File: config.mk
export PLATFORM = sky130hd
export DESIGN_NAME = reg_bank_4x4
export DESIGN_NICKNAME = d
export VERILOG_FILES = /design/src/rtl/reg_bank_4x4.sv
export SDC_FILE = /design/constraint.sdc
export NUM_CORES = 1
export LEC_CHECK = 0
export ABC_AREA = 1
export CAP_MARGIN = 10
export CORE_MARGIN = 2
export CORE_UTILIZATION = 30
export CTS_BUF_LIST = sky130_fd_sc_hd__clkbuf_16
export CTS_CLUSTER_SIZE = 25
export DETAILED_ROUTE_END_ITERATION = 16
export PLACE_DENSITY = 0.46
export SLEW_MARGIN = 20
export SYNTH_ARGS = -nofsm -noshare
export SYNTH_HDL_FRONTEND = slang
export SYNTH_SLANG_ARGS = --single-unit
File: constraint.sdc
create_clock -name clk -period 1.4 [get_ports clk]
set_input_delay 0.14 -clock clk [delete_from_list [all_inputs] [get_ports clk]]
set_output_delay 0.14 -clock clk [all_outputs]
set_load 0.03 [all_outputs]
File: src/rtl/reg_bank_4x4.sv
`default_nettype none
// ============================================================================
//  Module   : reg_bank_4x4
//  Purpose  : Storage stage of the 4x4 register file. Holds four WIDTH-bit
//             registers and presents them in parallel to the read-select
//             multiplexer. Write, swap and clear commands are issued through
//             a start/busy/done handshake sequenced by a two-state FSM.
//  Ports    : clk, rst            - clock, asynchronous active-high reset
//             start, op           - command strobe and opcode
//                                   (00 nop, 01 write, 10 swap, 11 clear)
//             addr_a, addr_b      - write target / swap operands
//             wr_data             - write data
//             busy, done          - swap in progress / completion pulse
//             valid               - per-register "holds written data" flags
//             q0..q3              - register contents (to mux in0..in3)
//  Revision : 1.0 - initial release
// ============================================================================
module reg_bank_4x4 #(
  parameter int WIDTH = 4
) (
  input  logic             clk,
  input  logic             rst,
  input  logic             start,
  input  logic [1:0]       op,
  input  logic [1:0]       addr_a,
  input  logic [1:0]       addr_b,
  input  logic [WIDTH-1:0] wr_data,
  output logic             busy,
  output logic             done,
  output logic [3:0]       valid,
  output logic [WIDTH-1:0] q0,
  output logic [WIDTH-1:0] q1,
  output logic [WIDTH-1:0] q2,
  output logic [WIDTH-1:0] q3
);

  localparam logic [1:0] c_OP_NOP   = 2'b00;
  localparam logic [1:0] c_OP_WRITE = 2'b01;
  localparam logic [1:0] c_OP_SWAP  = 2'b10;
  localparam logic [1:0] c_OP_CLEAR = 2'b11;

  typedef enum logic [0:0] {
    S_IDLE = 1'b0,
    S_SWAP = 1'b1
  } state_t;

  state_t             r_state;
  state_t             w_state_nxt;
  logic               w_busy_nxt;
  logic               w_done_nxt;

  logic [WIDTH-1:0]   r_regs [4];
  logic [3:0]         r_valid;
  logic [WIDTH-1:0]   r_tmp;
  logic               r_tmp_valid;
  logic [1:0]         r_addr_b;
  logic               r_busy;
  logic               r_done;

  // --------------------------------------------------------------------------
  // State register
  // --------------------------------------------------------------------------
  always_ff @(posedge clk or posedge rst) begin
    if (rst) begin
      r_state <= S_IDLE;
      r_busy  <= 1'b0;
      r_done  <= 1'b0;
    end else begin
      r_state <= w_state_nxt;
      r_busy  <= w_busy_nxt;
      r_done  <= w_done_nxt;
    end
  end

  // --------------------------------------------------------------------------
  // Next-state and handshake outputs. busy is only ever set on the swap
  // accept edge, and done only in cycles that do not set busy, so the two
  // registered flags can never be high together.
  // --------------------------------------------------------------------------
  always_comb begin
    w_state_nxt = r_state;
    w_busy_nxt  = 1'b0;
    w_done_nxt  = 1'b0;
    case (r_state)
      S_IDLE: begin
        if (start) begin
          case (op)
            c_OP_WRITE: w_done_nxt = 1'b1;
            c_OP_CLEAR: w_done_nxt = 1'b1;
            c_OP_SWAP: begin
              w_busy_nxt  = 1'b1;
              w_state_nxt = S_SWAP;
            end
            c_OP_NOP: ;
          endcase
        end
      end
      S_SWAP: begin
        // start is deliberately not looked at here: no command queuing.
        w_done_nxt  = 1'b1;
        w_state_nxt = S_IDLE;
      end
    endcase
  end

  // --------------------------------------------------------------------------
  // Register file datapath. A swap is split over two edges: the first edge
  // parks reg[a] in tmp and copies reg[b] into reg[a]; the second edge writes
  // tmp into the latched b address. With a == b both steps are identities.
  // --------------------------------------------------------------------------
  always_ff @(posedge clk or posedge rst) begin
    if (rst) begin
      for (int i = 0; i < 4; i++) begin
        r_regs[i] <= '0;
      end
      r_valid     <= 4'b0000;
      r_tmp       <= '0;
      r_tmp_valid <= 1'b0;
      r_addr_b    <= 2'b00;
    end else begin
      case (r_state)
        S_IDLE: begin
          if (start) begin
            case (op)
              c_OP_WRITE: begin
                r_regs[addr_a]  <= wr_data;
                r_valid[addr_a] <= 1'b1;
              end
              c_OP_SWAP: begin
                r_tmp           <= r_regs[addr_a];
                r_tmp_valid     <= r_valid[addr_a];
                r_regs[addr_a]  <= r_regs[addr_b];
                r_valid[addr_a] <= r_valid[addr_b];
                r_addr_b        <= addr_b;
              end
              c_OP_CLEAR: begin
                for (int i = 0; i < 4; i++) begin
                  r_regs[i] <= '0;
                end
                r_valid <= 4'b0000;
              end
              c_OP_NOP: ;
            endcase
          end
        end
        S_SWAP: begin
          r_regs[r_addr_b]  <= r_tmp;
          r_valid[r_addr_b] <= r_tmp_valid;
        end
      endcase
    end
  end

  assign busy  = r_busy;
  assign done  = r_done;
  assign valid = r_valid;
  assign q0    = r_regs[0];
  assign q1    = r_regs[1];
  assign q2    = r_regs[2];
  assign q3    = r_regs[3];

endmodule
`default_nettype wire

### Word-level counts from Yosys, hierarchy flattened

Cells that the tools add are included.

| cells by class | value |
|---|---|
| eq/ne operators | 5 |
| bitwise gates (word level) | 5 |
| reduce and logical (&&, ||, !) cells | 7 |
| mux-type cells | 36 |
| order comparisons | 10 |

Operator list:

| operator | number |
|---|---|
| bitwise mux 16 bit | 3 |
| case mux 16 bit (3 select lines) | 1 |
| case mux 16 bit (2 select lines) | 1 |
| 2-to-1 mux 4 bit | 7 |
| binary-select mux 4 bit (select 2 bit) | 2 |
| demux 4 bit (select 2 bit) | 2 |
| 2-to-1 mux 16 bit | 1 |
| case mux 4 bit (3 select lines) | 1 |
| greater-or-equal comparator 3 bit, second input constant | 3 |
| less-than comparator 2 x 3 -> 1 bit, second input constant | 3 |
| 2-to-1 mux 1 bit | 9 |
| NOT 2 -> 3 bit | 3 |
| bitwise mux 4 bit | 2 |
| case mux 4 bit (2 select lines) | 1 |
| less-than comparator 3 x 1 -> 1 bit, second input constant | 2 |
| binary-select mux 1 bit (select 2 bit) | 2 |
| demux 1 bit (select 2 bit) | 2 |
| equality test 2 bit, second input constant | 2 |
| greater-or-equal comparator 2 x 1 -> 1 bit, second input constant | 2 |
| logical AND 1 bit | 4 |
| != test 4 x 1 -> 1 bit, second input constant | 1 |
| OR 4 bit | 1 |
| case mux 1 bit (2 select lines) | 2 |
| AND reduction 3 bit | 1 |
| 5 further kinds | 5 |

| storage, ports and cells | value |
|---|---|
| output and inout port bits | 22 |
| register bits after elaboration | 30 |

### Depth between registers and ports, before layout

Gate-level depths: netlist of the first run.

| depth | value |
|---|---|
| depth in word-level cells | 9 |
| mapped depth | 10 |
| mapped depth without buffers | 9 |

### Least setup slack after synthesis of the first run

OpenSTA, ideal clock, no wires.

| path | value |
|---|---|
| path type | register to register |
| start | register, netlist name busy |
| end | register r_regs (netlist bit q3[3]) |
| cell stages (with the launch flop) | 7 |
| slack | -0.070 ns |
| clock period less this slack | 1.470 ns |
| data required time | 1.327 ns |
| data arrival time | 1.397 ns |
| library setup time | 0.073 ns |
| path through | dfrtp_1 nor2_1 a21oi_4 nand3_2 clkinv_1 nor2_1 a21oi_2 |

RTL lines:

| element | RTL line | RTL |
|---|---|---|
| end signal, assigned by index | 126 | `r_regs[addr_a] <= wr_data;` |
| end signal, assigned by index | 132 | `r_regs[addr_a] <= r_regs[addr_b];` |
| end signal, assigned by index | 147 | `r_regs[r_addr_b] <= r_tmp;` |
| end, declared | 52 | `logic [WIDTH-1:0] r_regs [4];` |

==> results.cfg, run 1 <==
[pwr]
p_int_uw = 2400
p_per_area_nw_per_um2 = 1250
ir_worst_vdd_mv = 0.538
power_frac_seq = 0.301
pwr-share-comb = 0.446
power_leakage_uw = 0.00180
p_switching_uw = 1790
pwr-share-clk = 0.253
switching_share = 0.427

[worst_setup_path]
endpoint_kind = flop
critPathMaxStageDelay_ps = 460
r2r_end = q3[3]$_DFFE_PP0P_
r2r.worst_path.cells = 7
rrSetupSlack_ps = 100
r2r-start = busy$_DFF_PP0_
critPathRequiredTime_ps = 1570
path_cells = inv_4 -> buf_4 -> nand3_1 -> nand3_2 -> inv_2 -> nor2_1 -> a21oi_2
path_class = flop to flop
cp.arrival_ps = 1460
cp-start-kind = flop
cp_slowest_cell = dfrtp_2
cp-startpoint = busy$_DFF_PP0_
crit_path_max_fanout = 5

[finish]
final_nets = 491
multi_input_area_um2 = 1420
drive_gt1_frac = 0.189
regArea_um2 = 727
syn_to_final_growth_pct = 43.0
diodes = 0
fin_util = 0.439
finalNonFillerCells = 578
final_common_cell = nand2_1
nFillCells = 837
final_cell_mix = 170 x nand2_1, 44 x inv_1, 44 x buf_4

[timing]
finalSetupViolCount = 0
clock.fmax_mhz = 771
relSlewSlack = 0.750
fin_crit_ps = 1300
finalCritPeriodShare = 0.926
fin_ws_ps = 104
tightest_slew_ps = 371
skew_ps = 3.70
tns_ps = 0
drv_slew = 0
rsz0062_at_grt = false
hold_violations = 0

[synthesis]
synthArstFlopShare = 1.00
synth-edff-count = 0
netlist_area_um2 = 2350
synth_top_area_share = 0.309
ys_types = 24
synth_cells = 396
syn-num-nets = 412
synth_top_area_cell = dfrtp_1
avgSynthCellArea_um2 = 5.93
seq_area_frac_synth = 0.309
synthTopCellsByArea = dfrtp_1 31%, nand2_1 27%, a21oi_1 7.7%, inv_1 7.5%, nor2_1 7.4%
ys_seq_elements = 29
ys.flop_type = dfrtp_1
yosys_warnings = 0

[clocking]
max-clock-path-buffers = 2
numCtsBuffers = 5
clk_pin_slew_worst_paths_ps = 60
cts_tree = built
htreeDepth = 2
clk_latency_ps = 280
numClockSinks = 29
ctsHoldBuffers = 0
cts_root_buf = clkbuf_16

[floorplan]
die_h_um = 92.5
std_cell_rows = 32
die-width_um = 92.5
dieArea_um2 = 8550
core-area_um2 = 7650
pin_count = 35
start_util = 0.307

[grt]
grt.overflow.total = 0
grt_max_degree = 24
antenna_found_initial = 0
grt_pass1_wl_um = 13400
track_usage = 0.205
grt_pass1_vias = 2491

[worst_hold_path]
hp-class = input port to asynchronous set/reset pin

[run_status]
status = finished clean

[detailed_routing]
firstDrtPassIters = 5
routed_wl_um = 8450
vias = 2697
drtIter0Drc = 209
drc = 0
final_antenna_net_count = 0
via_per_inst = 4.67
wire_per_inst_um = 14.6

[placed_design]
place_inst = 566
dp_hpwl_um = 6440
numPortBuffers = 34
finalWeightedCongestion = 0.884
dp_slack_ps = -468

[run]
cap_violations = 0
## layout make-up
type	instances	area share
repair inverters	1	0.00224
clock inverters	3	0.00410
flip-flops and latches	29	0.217
well taps	102	0.0380
inverters	52	0.0619
repair buffers	82	0.218
multi-input cells	304	0.422
clock buffers	5	0.0373
## cell usage after synthesis, drive strengths merged, types with 3 or more instances
master	n
o21ai	10
buf	8
clkbuf	3
nand3	18
nand2	173
o211ai	3
nor2	49
inv	51
dfrtp	29
ha	3
a31oi	4
a21oi	41
## metrics by stage
stage	total power, µW	cell area [µm²]	hold WS, ps
CTS	4190	3300	151
detailed placement	3220	3140	440
global placement	3220	3140	441
global route	4460	3360	185
finish	4190	3360	142
floorplan	2370	2350	218
## worst max-delay path, delay by kind of cell, from the launching register on
family / cells / cell delay (ps)
flip-flops: 1 / 460
AND/OR/NAND/NOR: 3 / 380
AO/OA/AOI/OAI: 1 / 40
buffers and inverters: 3 / 290
## registers in the layout, summed over array words and instances, names as in the netlist
register     cells
busy             1
done             1
q0               4
q1               4
q2               4
q3               4
r_addr_b         2
r_tmp            4
r_tmp_valid      1
valid            4
## power groups by stage
stage	Combinational, µW	Sequential, µW	Clock, µW
2_1_floorplan	794	1570	0
3_3_place_gp	1940	1280	0
3_5_place_dp	1950	1270	0
4_1_cts	1850	1260	1080
5_1_grt	2060	1290	1120
6_report	1870	1260	1060
## kinds of logic (layout without fill, tap and decap cells)
logic type                 Yosys count  count (layout)  share of synthesized area
AOI/OAI and AO/OA                   60              60                      0.164
buffers and inverters               63             143                      0.105
and+or+nand+nor                    241             241                      0.406
adders and majority gates            3               3                     0.0160
DFF                                 29              29                      0.309
## layer usage
layer	part of all wire	vias to the layer above	GRT usage
met5	0	-	0
met4	0.0073	0	0.0410
met3	0.042	6	0.0317
met2	0.45	51	0.330
met1	0.50	1251	0.292
li1	-	1389	-
## worst max-delay path by stage
stage	slack (ps)	endpoint
2_1_floorplan	50	q3[3]$_DFFE_PP0P_
3_3_place_gp	-430	q3[3]$_DFFE_PP0P_
3_5_place_dp	-470	q3[3]$_DFFE_PP0P_
4_1_cts	10	q0[3]$_DFFE_PP0P_
5_1_grt	6	q2[0]$_DFFE_PP0P_
6_report	100	q3[3]$_DFFE_PP0P_
## what timing repair did
item	4_1_cts	5_1_grt
buffers inserted	2	1
resized for setup	36	17
pin swaps	3	2
gates cloned	1	0
endpoints found under the hold margin	0	0
endpoints found under the setup margin	46	17
No activity file was read; power rests on OpenSTA's default activity.
==> inputs of run 2 (changes only) <==
==> constraint.sdc (replaced) <==
create_clock -name clk -period 1.6 [get_ports clk]
set_input_delay 0.16 -clock clk [delete_from_list [all_inputs] [get_ports clk]]
set_output_delay 0.16 -clock clk [all_outputs]
set_load 0.03 [all_outputs]
==> results.cfg, run 2 (synthesis gave the netlist of run 1 again) <==
[grt]
grt_pass1_vias = 2469
antenna_found_initial = 0
grt_max_degree = 30
track_usage = 0.201
grt_pass1_wl_um = 13200
grt.overflow.total = 0

[finish]
final_cell_mix = 171 x nand2_1, 46 x nor2_1, 45 x inv_1
nFillCells = 818
final_common_cell = nand2_1
regArea_um2 = 726
drive_gt1_frac = 0.149
syn_to_final_growth_pct = 38.5
diodes = 0
multi_input_area_um2 = 1390
fin_util = 0.425
final_nets = 479

[clocking]
cts_tree = built
htreeDepth = 2
clk_latency_ps = 280
max-clock-path-buffers = 2
cts_root_buf = clkbuf_16
numClockSinks = 29
numCtsBuffers = 5
clk_pin_slew_worst_paths_ps = 60

[worst_setup_path]
path_buf_inv = 1
r2r.worst_path.cells = 6
path_cells = clkdlybuf4s50_1
cpLargestDelayFamily = buffers and inverters
worst-path-stages = 1
cp.arrival_ps = 1400
path_class = flop to primary output
critPathRequiredTime_ps = 1440
critPathMaxStageDelay_ps = 700
endpoint_kind = primary output
cp_slowest_cell = clkdlybuf4s50_1
cp-start-kind = flop
crit_path_max_fanout = 4
rrSetupSlack_ps = 210

[timing]
rsz0062_at_grt = false
whs_ps = 268
fin_crit_ps = 1560
tightest_slew_ps = 421
hold_violations = 0
relSlewSlack = 0.719
skew_ps = 6.46
drv_slew = 0
finalSetupViolCount = 0
finalCritPeriodShare = 0.977
clock.fmax_mhz = 640
tns_ps = 0

[pwr]
ir_worst_vdd_mv = 0.427
p_per_area_nw_per_um2 = 1130
power_leakage_uw = 0.00175
power_uw = 3680

[placed_design]
numPortBuffers = 34
dp_hpwl_um = 6230
finalWeightedCongestion = 0.860

[detailed_routing]
drc = 0
firstDrtPassIters = 4
via_per_inst = 4.57
wire_per_inst_um = 14.3
final_antenna_net_count = 0
vias = 2587
routed_wl_um = 8080
drtIter0Drc = 147

[floorplan]
dieArea_um2 = 8550
start_util = 0.307
std_cell_rows = 32
pin_count = 35
core-area_um2 = 7650
die-width_um = 92.5
die_h_um = 92.5

[worst_hold_path]
hp-class = input port to asynchronous set/reset pin

[run_status]
status = finished clean

[run]
cap_violations = 0
run 2: cell count changes in the layout (fill, tap and decap cells not counted), sizes merged:
cell,before,now
dlymetal6s2s,2,4
clkinvlp,3,0
dlygate4sd2,24,1
inv,51,53
buf,49,38
clkdlybuf4s50,7,28
run 2: per-layer routing:
metal,routed length (µm),vias up,GRT usage
met5,0,-,0
met4,124,0,0.0622
met3,353,11,0.0293
met2,3500,56,0.296
met1,4100,1164,0.300
li1,-,1356,-
run 2: area by class of cell:
type                       instances  share of cell area
tap                              102              0.0392
timing repair buffer              71               0.209
sequential                        29               0.223
multi-input combinational        304               0.426
clock buffer                       5              0.0385
clock inverter                     3             0.00423
inverter                          52              0.0600
run 2: worst paths after layout:
kind                                            from              endpoint
worst min-delay path                             rst  valid[0]$_DFFE_PP0P_
min in group clk                               op[0]        done$_DFF_PP0_
max in group asynchronous                        rst     q2[0]$_DFFE_PP0P_
worst min register to register  r_tmp[1]$_DFFE_PP0P_  r_tmp[1]$_DFFE_PP0P_
worst max-delay path               q0[3]$_DFFE_PP0P_                 q0[3]
worst max register to register        busy$_DFF_PP0_  valid[2]$_DFFE_PP0P_
run 2: power breakdown:
group          internal, µW  total [µW]  switching (µW)  leakage [µW]
logic                   654        1640             984       0.00133
clock network           564         920             355     0.0000748
registers               922        1120             195      0.000339
total                  2140        3680            1530       0.00175
run 2: repair_timing:
item                                    in CTS  in global routing
endpoints found under the setup margin       1                 24
hold buffers                                 0                  0
gates resized for setup                      1                 12
setup buffers                                0                  0
pin swaps                                    0                  5
run 2: per-stage QoR:
step | worst slack, ps | std cells | cell area [µm²]
after global routing | 3.37 | 566 | 3250
after global placement | -272 | 558 | 3090
after detailed placement | -278 | 558 | 3090
after CTS | 7.51 | 566 | 3230
after floorplan | 130 | 396 | 2350
final | 37.3 | 566 | 3250
==> inputs of run 3 (changes only) <==
--- a/config.mk
+++ b/config.mk
@@ -12,7 +12,9 @@
 export CTS_BUF_LIST = sky130_fd_sc_hd__clkbuf_16
 export CTS_CLUSTER_SIZE = 25
 export DETAILED_ROUTE_END_ITERATION = 16
-export PLACE_DENSITY = 0.46
+export DONT_BUFFER_PORTS = 1
+export GPL_ROUTABILITY_DRIVEN = 0
+export PLACE_DENSITY = 0.41
 export SLEW_MARGIN = 20
 export SYNTH_ARGS = -nofsm -noshare
 export SYNTH_HDL_FRONTEND = slang
==> results.cfg, run 3 (synthesis gave the netlist of run 1 again) <==
[timing]
skew_ps = 9.22
hold_violations = 0
finalSetupViolCount = 0
relSlewSlack = 0.713
finalCritPeriodShare = 0.915
clock.fmax_mhz = 683
tns_ps = 0
fin_crit_ps = 1460
tightest_slew_ps = 429
drv_slew = 0
rsz0062_at_grt = false

[pwr]
power_leakage_uw = 0.00156
p_switching_uw = 1490
switching_share = 0.427
p_per_area_nw_per_um2 = 1210
power_uw = 3480
power_frac_seq = 0.309
ir_worst_vdd_mv = 0.427
pwr-share-comb = 0.437
p_int_uw = 1990
pwr-share-clk = 0.254

[floorplan]
core-area_um2 = 7650
pin_count = 35
die-width_um = 92.5
start_util = 0.307
die_h_um = 92.5
std_cell_rows = 32
dieArea_um2 = 8550

[grt]
grt_pass1_wl_um = 13900
grt_pass1_vias = 2536
antenna_found_initial = 0
grt.overflow.total = 0
grt_max_degree = 30
track_usage = 0.215

[worst_setup_path]
cpLargestDelayFamily = flip-flops
endpoint_kind = flop
critPathRequiredTime_ps = 1760
r2r-start = busy$_DFF_PP0_
cp.arrival_ps = 1630
worst_path_most_repeated_cell = inv_1
crit_end = q0[2]$_DFFE_PP0P_
crit_path_max_fanout = 8
r2r.worst_path.cells = 6
cp-start-kind = flop
path_cells = inv_1 -> nand2_2 -> o211ai_4 -> nand2_1 -> inv_1 -> a21oi_1
critPathMaxStageDelay_ps = 420
path_class = flop to flop
rrSetupSlack_ps = 140
r2r_end = q0[2]$_DFFE_PP0P_
worst-path-stages = 6
cp_slowest_cell = dfrtp_1
cp-startpoint = busy$_DFF_PP0_
path_buf_inv = 2

[finish]
nFillCells = 858
final_nets = 449
drive_gt1_frac = 0.148
diodes = 0
final_cell_mix = 171 x nand2_1, 47 x inv_1, 46 x nor2_1
syn_to_final_growth_pct = 22.0
finalNonFillerCells = 534
final_common_cell = nand2_1

[run]
cap_violations = 0

[clocking]
numCtsBuffers = 5
htreeDepth = 2
cts_root_buf = clkbuf_16
cts_tree = built
clk_latency_ps = 280
max-clock-path-buffers = 2
numClockSinks = 29
clk_pin_slew_worst_paths_ps = 50
postCtsResizedCells = 0

[detailed_routing]
drc = 0
vias = 2594
final_antenna_net_count = 0
wire_per_inst_um = 16.0
drtIter0Drc = 166
firstDrtPassIters = 4
via_per_inst = 4.86
routed_wl_um = 8550

[placed_design]
dp_hpwl_um = 6430
numPortBuffers = 0
place_inst = 527

[run_status]
status = finished clean

[worst_hold_path]
worstHoldStart = start
hp-class = input port to flop
run 3: worst min-delay path by stage:
stage	cells after the start	slack (ps)	end
3_3_place_gp	2	170	r_tmp_valid$_DFFE_PP0P_
4_1_cts	2	20	done$_DFF_PP0_
5_1_grt	2	30	done$_DFF_PP0_
2_1_floorplan	1	240	busy$_DFF_PP0_
3_5_place_dp	2	170	valid[2]$_DFFE_PP0P_
6_report	2	20	done$_DFF_PP0_
run 3: cell type report:
cell class                 count  area [µm²]  share of cell area
multi-input combinational    304        1380               0.480
sequential                    29         726               0.253
timing repair buffer          41         310               0.108
inverter                      52         195              0.0682
tap                          102         128              0.0446
clock buffer                   5         125              0.0437
clock inverter                 1        5.00             0.00175
run 3: power by group through the flow:
stage	clock network, µW	logic [µW]	registers, µW
after CTS	895	1530	1070
after global routing	937	1690	1110
after floorplan	0	695	1380
after global placement	0	1520	1080
after detailed placement	0	1520	1080
final	882	1520	1080
run 3: worst register-to-register path: cells and delay by family (launching register included):
kind	cells	cell delay, ps
flip-flops	1	420
AO/OA/AOI/OAI	2	370
buffers and inverters	2	290
AND/OR/NAND/NOR	2	280
run 3: per-stage QoR:
| stage | setup WS [ps] | utilization | area, µm² | hold WS [ps] |
|---|---|---|---|---|
| floorplan | 130 | - | 2350 | 238 |
| global placement | 134 | 0.356 | 2720 | 174 |
| detailed placement | 111 | 0.356 | 2720 | 171 |
| CTS | 132 | 0.375 | 2860 | 22.1 |
| global route | 8.07 | 0.375 | 2860 | 30.7 |
| finish | 135 | 0.375 | 2860 | 18.9 |
run 3: what timing repair did:
item	4_1_cts	5_1_grt
hold endpoints to repair	29	0
setup buffers	0	0
hold buffers	1	0
run 3: per-layer routing:
metal  track usage  vias to the layer above  routed length, µm
met2         0.333                       90               3700
li1              -                     1301                  -
met4        0.0435                        0                 91
met3        0.0448                        8                579
met1         0.309                     1195               4180
met5             0                        -                  0
